## src/rtl/xor_train_sequencer.sv

```systemverilog
// +--------------------------------------------------------------------------+
// | xor_train_sequencer: steps the XOR pattern set through a perceptron      |
// | datapath for a programmable number of epochs.                Rev 1.0     |
// +--------------------------------------------------------------------------+
`default_nettype none

module xor_train_sequencer #(
  parameter int LAT     = 40,
  parameter int EPOCH_W = 16
) (
  input  logic               iCLK,
  input  logic               iRST,
  input  logic               iSTART,
  input  logic               iABORT,
  input  logic [EPOCH_W-1:0] iEPOCHS,
  output logic [31:0]        oX0,
  output logic [31:0]        oX1,
  output logic [31:0]        oTEACH,
  output logic               oPAT_VALID,
  output logic               oLOAD_W,
  output logic [1:0]         oPAT_IDX,
  output logic [EPOCH_W-1:0] oEPOCH_CNT,
  output logic               oBUSY,
  output logic               oDONE
);

  typedef enum logic [2:0] {
    S_IDLE   = 3'd0,
    S_ISSUE  = 3'd1,
    S_WAIT   = 3'd2,
    S_COMMIT = 3'd3,
    S_FINISH = 3'd4
  } state_t;

  localparam logic [15:0] LAT_M1 = 16'(LAT - 1);

  state_t             state_q, state_d;
  logic [1:0]         idx_q, idx_d;
  logic [15:0]        wait_q, wait_d;
  logic [EPOCH_W-1:0] epochs_q, epochs_d;
  logic [EPOCH_W-1:0] epoch_cnt_q, epoch_cnt_d;
  logic               x0_q, x0_d;
  logic               x1_q, x1_d;
  logic               teach_q, teach_d;
  logic               pat_valid;
  logic               load_w;
  logic               done;
  // One extra bit so a captured count of all-ones never wraps the compare.
  logic [EPOCH_W:0]   epoch_next;

  always_comb begin
    state_d     = state_q;
    idx_d       = idx_q;
    wait_d      = wait_q;
    epochs_d    = epochs_q;
    epoch_cnt_d = epoch_cnt_q;
    pat_valid   = 1'b0;
    load_w      = 1'b0;
    done        = 1'b0;
    epoch_next  = {1'b0, epoch_cnt_q} + {{EPOCH_W{1'b0}}, 1'b1};

    case (state_q)
      S_IDLE: begin
        if (iSTART) begin
          epochs_d    = iEPOCHS;
          epoch_cnt_d = '0;
          idx_d       = 2'd0;
          state_d     = (iEPOCHS != '0) ? S_ISSUE : S_FINISH;
        end
      end
      S_ISSUE: begin
        pat_valid = 1'b1;
        wait_d    = LAT_M1;
        state_d   = S_WAIT;
      end
      S_WAIT: begin
        if (wait_q != 16'd0) begin
          wait_d = wait_q - 16'd1;
        end else begin
          state_d = S_COMMIT;
        end
      end
      S_COMMIT: begin
        load_w = 1'b1;
        if (idx_q != 2'd3) begin
          idx_d   = idx_q + 2'd1;
          state_d = S_ISSUE;
        end else begin
          epoch_cnt_d = epoch_next[EPOCH_W-1:0];
          if (epoch_next < {1'b0, epochs_q}) begin
            idx_d   = 2'd0;
            state_d = S_ISSUE;
          end else begin
            state_d = S_FINISH;
          end
        end
      end
      S_FINISH: begin
        done    = 1'b1;
        state_d = S_IDLE;
      end
      default: begin
        state_d = S_IDLE;
      end
    endcase

    // Abort wins over everything and kills the strobes in the same cycle.
    if (iABORT && (state_q != S_IDLE)) begin
      state_d     = S_IDLE;
      idx_d       = 2'd0;
      wait_d      = 16'd0;
      epoch_cnt_d = epoch_cnt_q;
      load_w      = 1'b0;
      done        = 1'b0;
    end

    x0_d    = idx_d[1];
    x1_d    = idx_d[0];
    teach_d = idx_d[1] ^ idx_d[0];
  end

  always_ff @(posedge iCLK or posedge iRST) begin
    if (iRST) begin
      state_q     <= S_IDLE;
      idx_q       <= 2'd0;
      wait_q      <= 16'd0;
      epochs_q    <= '0;
      epoch_cnt_q <= '0;
      x0_q        <= 1'b0;
      x1_q        <= 1'b0;
      teach_q     <= 1'b0;
    end else begin
      state_q     <= state_d;
      idx_q       <= idx_d;
      wait_q      <= wait_d;
      epochs_q    <= epochs_d;
      epoch_cnt_q <= epoch_cnt_d;
      x0_q        <= x0_d;
      x1_q        <= x1_d;
      teach_q     <= teach_d;
    end
  end

  assign oX0        = {31'd0, x0_q};
  assign oX1        = {31'd0, x1_q};
  assign oTEACH     = {31'd0, teach_q};
  assign oPAT_VALID = pat_valid;
  assign oLOAD_W    = load_w;
  assign oPAT_IDX   = idx_q;
  assign oEPOCH_CNT = epoch_cnt_q;
  assign oBUSY      = (state_q != S_IDLE);
  assign oDONE      = done;

endmodule

`default_nettype wire

```

## config.mk

```make
export PLATFORM = sky130hd
export DESIGN_NAME = xor_train_sequencer
export DESIGN_NICKNAME = d
export VERILOG_FILES = /design/src/rtl/xor_train_sequencer.sv
export SDC_FILE = /design/constraint.sdc
export NUM_CORES = 1
export LEC_CHECK = 0
export BUFFER_PORTS_ARGS = -buffer_cell sky130_fd_sc_hd__clkbuf_2
export CAP_MARGIN = 10
export CORE_UTILIZATION = 50
export DETAILED_ROUTE_END_ITERATION = 8
export GPL_TIMING_DRIVEN = 0
export PLACE_DENSITY_LB_ADDON = 0.3
export SLEW_MARGIN = 25
export SYNTH_ARGS = -nofsm -noshare
export SYNTH_HDL_FRONTEND = slang
export SYNTH_SLANG_ARGS = --single-unit
```

## constraint.sdc

```tcl
create_clock -name iCLK -period 7.9 [get_ports iCLK]
set_input_delay 0.395 -clock iCLK [delete_from_list [all_inputs] [get_ports iCLK]]
set_output_delay 0.395 -clock iCLK [all_outputs]
set_load 0.1 [all_outputs]
```

==> impl_metrics.tcl, run 1 <==
set metrics [dict create \
    grt_remaining_overflow 0 \
    root_buffer "clkbuf_8" \
    relSlewSlack_pct 34.3 \
    worstPathRequired_ns 8.09 \
    fmax_mhz 256 \
    clock_latency_ns 0.30 \
    cp-endpoint "teach_q" \
    viasPerCell 4.63 \
    ff2ff_path_depth 13 \
    seq_area_frac_synth_pct 33.8 \
    synthCells 468 \
    route.detailed.wl_per_inst_um 11.4 \
    fill_cells 716 \
    hpwl_um 6460 \
    final_cells 714 \
    r2r-end "teach_q" \
    core.rowCount 32 \
    powerDensity_nw_per_um2 280 \
    cts_hold_buf 0 \
    wirelength_um 8150 \
    grt_pass1_vias 3047 \
    place_inst 706 \
    layout.nets 649 \
    grt_max_degree 33 \
    cts_tree "yes" \
    cts-buffers-inserted 5 \
    r2r_start "oEPOCH_CNT[0]" \
    syn_area_sq_um 3990 \
    p_leak_nw 2.61 \
    startpoint_type "register" \
    cap_violations 0 \
    worst_setup_path_startpoint "oEPOCH_CNT[0]" \
    cts.htree.levels 2 \
    globalRouteTotalUtil_pct 20.2 \
    fin_crit_ns 3.90 \
    cts_setup_buffers 0 \
    synth-edff-count 0 \
    cts.sinks 54 \
    tightest_slew_ns 0.983 \
    synthFlopType "dfrtp_1" \
    portBuffers 43 \
    path_cells "ha_1 -> nand3_2 -> or4_4 -> buf_6 -> nor2_1 -> xor2_1 -> ha_1 -> and3_1 -> a221oi_1 -> o221ai_4 -> a22oi_2 -> o21ai_0 -> a222oi_1" \
    ys_types 56 \
    worstPathMaxFanout 7 \
    die_w_um 91.4 \
    slew_violations 0 \
    gp_congestion 0.816 \
    finalSetupViolCount 0 \
    ys_ff_latch 54 \
    rrSetupSlack_ns 4.00 \
    initial_core_util_pct 51.7 \
    die_area_sq_um 8350 \
    clockBufferDepth 2 \
    clk_pin_slew_ns 0.10 \
    final_cell_mix "buf_4 (99), conb_1 (93), dfrtp_1 (54), nand2_1 (45), clkbuf_2 (43)" \
    worstPathArrival_ns 4.10 \
    async_reset_ff_share_pct 100 \
    crit_path_end_kind "register" \
    drive_above_1_share_pct 27.6 \
    setup_tns_ns 0 \
    n_antenna_cell 0 \
    rsz0062_at_grt "no" \
    final_common_cell "buf_4" \
    slowest_stage "or4_4" \
    min_path_type "in -> async" \
    final_core_util_pct 62.4 \
    regArea_sq_um 1350 \
    critical_path_buf_inv_count 1 \
    dr.pass1.iters 6 \
    vias 3305 \
    status "completed" \
    core-area_sq_um 7730 \
    p_total_mw 1.35 \
    ir_drop_v 0.000222 \
    die_h_um 91.4 \
    min_period_over_period_pct 49.4 \
    cp.depth 13 \
    final_hold_viol_count 0 \
    yosys_warnings 0 \
    areaGrowthSynthToFinish_pct 20.6 \
    crit_family "compound AO/OA/AOI/OAI gates" \
    ant_nets 0 \
    antenna_found_initial 0 \
    grt_first_pass_wirelength_um 13800 \
    postSynthAreaPerCell_sq_um 8.53 \
    drtIter0Drc 145 \
    drcViolationCount 0 \
    cts_resized 0 \
    crit_type "reg -> reg" \
    skew_ns 0.00923 \
    crit_path_frequent_cell "ha_1" \
    slowest_delay_ns 0.54 \
    io_pins 138 \
    multi_input_area_sq_um 2090 \
]
==> routing by layer <==
metal / share of wire (%) / up-vias / global-route usage, % / wire length, um
li1: - / 1671 / - / -
met1: 48 / 1505 / 26.9 / 3870
met2: 46 / 125 / 35.2 / 3750
met3: 6.0 / 4 / 2.68 / 485
met4: 0.49 / 0 / 3.70 / 40
met5: 0 / - / 0 / 0
==> worst reg2reg max path: stages, from the launching register on <==
cell      delay, ns
dfrtp_1        0.47
ha_1           0.28
nand3_2        0.16
or4_4          0.54
buf_6          0.15
nor2_1         0.19
xor2_1         0.18
ha_1           0.26
and3_1         0.19
a221oi_1       0.44
o221ai_4       0.19
a22oi_2        0.29
o21ai_0        0.14
a222oi_1       0.32
==> state kept, by name (all words and copies together) (netlist names) <==
register    cells
teach_q         1
state_q         3
wait_q         16
epochs_q       16
oEPOCH_CNT     16
oPAT_IDX        2
==> power by group <==
part / internal, mW / leakage (nW) / switching (mW)
sequential: 0.351 / 0.713 / 0.0446
clock: 0.0935 / 0.0579 / 0.0922
combinational: 0.210 / 1.84 / 0.558
total: 0.655 / 2.61 / 0.695
==> per-stage QoR <==
step	hold slack, ns	area [sq um]	setup WS (ns)
after CTS	0.0365	4810	3.98
after detailed placement	0.372	4700	4.03
after floorplan	0.472	4340	3.66
after global placement	0.510	4680	4.04
after global routing	0.0464	4820	3.72
final	0.0263	4820	4.00
==> cell usage after synthesis (2+ instances only) <==
master     number  area [sq um]
a2111oi_0       3          26.3
a211oi_1        2          15.0
a21o_1          6          45.0
a21oi_1        19          95.1
a31oi_1         2          12.5
and2_1          7          43.8
and3_1          4          25.0
buf_2           2          10.0
buf_4          99           743
buf_6           2          22.5
clkbuf_1        8          30.0
dfrtp_1        54          1350
ha_1           18           225
inv_1          26          97.6
mux2_2          2          22.5
nand2_1        45           169
nand3_1        10          50.1
nand4_1         4          25.0
nor2_1         31           116
nor3_1          9          45.0
nor4_1          5          31.3
o21a_1          3          22.5
o21ai_0        25           125
o21ai_1        16          80.1
o21bai_1        3          22.5
o31ai_1         3          22.5
or2_1           2          12.5
or3_1           7          43.8
or4_1           2          15.0
or4_4           2          22.5
xnor2_1        16           140
xor2_1          7          61.3
==> logic make-up after synthesis <==
family / synth area share (%)
simple gates: 17.5
compound gates: 14.4
buf+inv: 22.7
mux: 0.815
flops: 33.8
other cells: 0.0939
fa+ha+maj: 5.64
xor+xnor: 5.04
==> worst min path at each step <==
stage                startpoint  slack, ns  depth (start not counted)          end
finish                     iRST       0.03                          2   state_q[1]
floorplan           epochs_q[0]       0.47                          1  epochs_q[0]
detailed placement         iRST       0.37                          2   state_q[1]
global route               iRST       0.05                          2   wait_q[14]
CTS                        iRST       0.04                          2   state_q[1]
global placement    epochs_q[0]       0.51                          1  epochs_q[0]
==> final cells by class <==
| class | instances | area share (%) |
|---|---|---|
| plain buffers | 111 | 16.7 |
| multi-input cells | 368 | 43.3 |
| flip-flops and latches | 54 | 28.0 |
| well taps | 102 | 2.65 |
| inverters | 27 | 2.16 |
| clock inverters | 3 | 0.831 |
| clock buffers | 5 | 1.43 |
| repair buffers | 44 | 4.88 |
Power figures use the tool's default switching activity.
==> inputs of run 2 (changes only) <==
CORE_UTILIZATION = 46   (was 50)
clock period = 3.3 ns   (was 7.9 ns; I/O delays follow)
==> run 2 against run 1 <==
  * Power is 140% higher
  * Hold slack better by 0.029 ns
  * Sequential power is 140% higher
  * Count of clock-buffer cells in the layout stayed put
  * Highest routed layer unchanged
  * Largest power group unchanged
==> impl_metrics.tcl, run 2 (synthesis gave the netlist of run 1 again) <==
set metrics [dict create \
    place_ws_ns -0.166 \
    portBuffers 43 \
    areaGrowthSynthToFinish_pct 25.5 \
    vias 3431 \
    route.detailed.wl_per_inst_um 11.8 \
    final_cells 731 \
    io_pins 138 \
    setup_tns_ns 0 \
    ff2ff_path_depth 13 \
    powerDensity_nw_per_um2 642 \
    ir_drop_v 0.000594 \
    cp-endpoint "teach_q" \
    viasPerCell 4.69 \
    cap_violations 0 \
    fmax_mhz 316 \
    tightest_slew_ns 1.06 \
    worstPathRequired_ns 3.51 \
    gp_congestion 0.849 \
    fin_crit_ns 3.17 \
    core-area_sq_um 8300 \
    relSlewSlack_pct 29.2 \
    rrSetupSlack_ns 0.13 \
    worstPathMaxFanout 5 \
    hpwl_um 6470 \
    status "completed" \
    final_hold_viol_count 0 \
    r2r-end "teach_q" \
    dr.pass1.iters 4 \
    initial_core_util_pct 48.1 \
    crit_path_end_kind "register" \
    clockBufferDepth 2 \
    drive_above_1_share_pct 32.4 \
    die_h_um 95.2 \
    startpoint_type "register" \
    n_antenna_cell 0 \
    root_buffer "clkbuf_8" \
    cts.htree.levels 2 \
    grt_pass1_vias 3073 \
    min_path_type "in -> reg" \
    grt_first_pass_wirelength_um 13800 \
    cts_tree "yes" \
    core.rowCount 33 \
    layout.nets 663 \
    worst_setup_path_startpoint "oEPOCH_CNT[0]" \
    crit_type "reg -> reg" \
    drtIter0Drc 156 \
    cts.sinks 54 \
    r2r_start "oEPOCH_CNT[0]" \
    skew_ns 0.0107 \
    die_area_sq_um 9060 \
    ant_nets 0 \
    rsz0062_at_grt "yes" \
    cts-buffers-inserted 5 \
    hold_slack_ns 0.0558 \
    finalWorstSetupSlack_ns 0.131 \
    globalRouteTotalUtil_pct 19.6 \
    slew_violations 0 \
    min_period_over_period_pct 96.0 \
    finalSetupViolCount 0 \
    clk_pin_slew_ns 0.11 \
    antenna_found_initial 0 \
    drcViolationCount 0 \
    worstPathArrival_ns 3.38 \
    place_inst 709 \
    grt_remaining_overflow 0 \
    die_w_um 95.2 \
    final_common_cell "buf_4" \
    grt_max_degree 55 \
    final_cell_mix "buf_4 (113), conb_1 (93), nand2_1 (45), clkbuf_2 (43), dfrtp_1 (42)" \
    wirelength_um 8660 \
    clock_latency_ns 0.33 \
    p_leak_nw 2.68 \
]
## run 2: report_power, final
part	switching [mW]	internal [mW]
sequential	0.107	0.841
combinational	1.35	0.519
clock	0.242	0.154
## run 2: layout make-up
type | instances | area [sq um]
Fill cell | 738 | 3290
Multi-Input combinational cell | 368 | 2160
Sequential cell | 54 | 1370
Buffer | 110 | 795
Timing Repair Buffer | 59 | 358
Tap cell | 105 | 131
Inverter | 27 | 104
Clock buffer | 5 | 68.8
Clock inverter | 3 | 25.0
## run 2: through the flow
stage                     cell area, sq um  util [%]  total power, mW
after floorplan                       4410         -             2.53
after global placement                4760      57.3             2.75
after detailed placement              4790      57.7             2.80
after CTS                             4960      59.7             3.21
after global routing                  5010      60.4             3.42
final                                 5010      60.4             3.22
## run 2: metal layers
layer / track usage (%) / vias to the layer above / part of all wire, %
met2: 32.0 / 144 / 45
met1: 26.0 / 1578 / 46
met4: 6.44 / 0 / 1.3
li1: - / 1701 / -
met5: 0 / - / 0
met3: 3.83 / 8 / 7.5
## run 2: worst min path at each step
stage	end	slack, ns	startpoint	cells after the start
global placement	epochs_q[7]	0.39	iEPOCHS[7]	3
finish	epochs_q[11]	0.06	iEPOCHS[11]	3
floorplan	epochs_q[10]	0.28	iEPOCHS[10]	2
global route	epochs_q[11]	0.07	iEPOCHS[11]	3
CTS	epochs_q[10]	0.06	iEPOCHS[10]	3
detailed placement	wait_q[12]	0.23	iRST	3
## run 2: repair_timing
action	in CTS	in global routing
hold buffers	1	0
endpoints found under the setup margin	2	4
setup buffers	7	7
pin swaps	4	10
gates resized for setup	3	3
endpoints found under the hold margin	54	0
## run 2: critical path, cell delays in order (launching register included)
cell      delay (ns)
dfrtp_2         0.42
ha_4            0.16
nand3_4         0.09
or4_4           0.58
nor2_4          0.15
xor2_1          0.08
ha_1            0.30
and3_4          0.22
and4_4          0.23
and2_1          0.13
a22oi_2         0.07
buf_4           0.16
a21o_1          0.17
a222oi_1        0.30
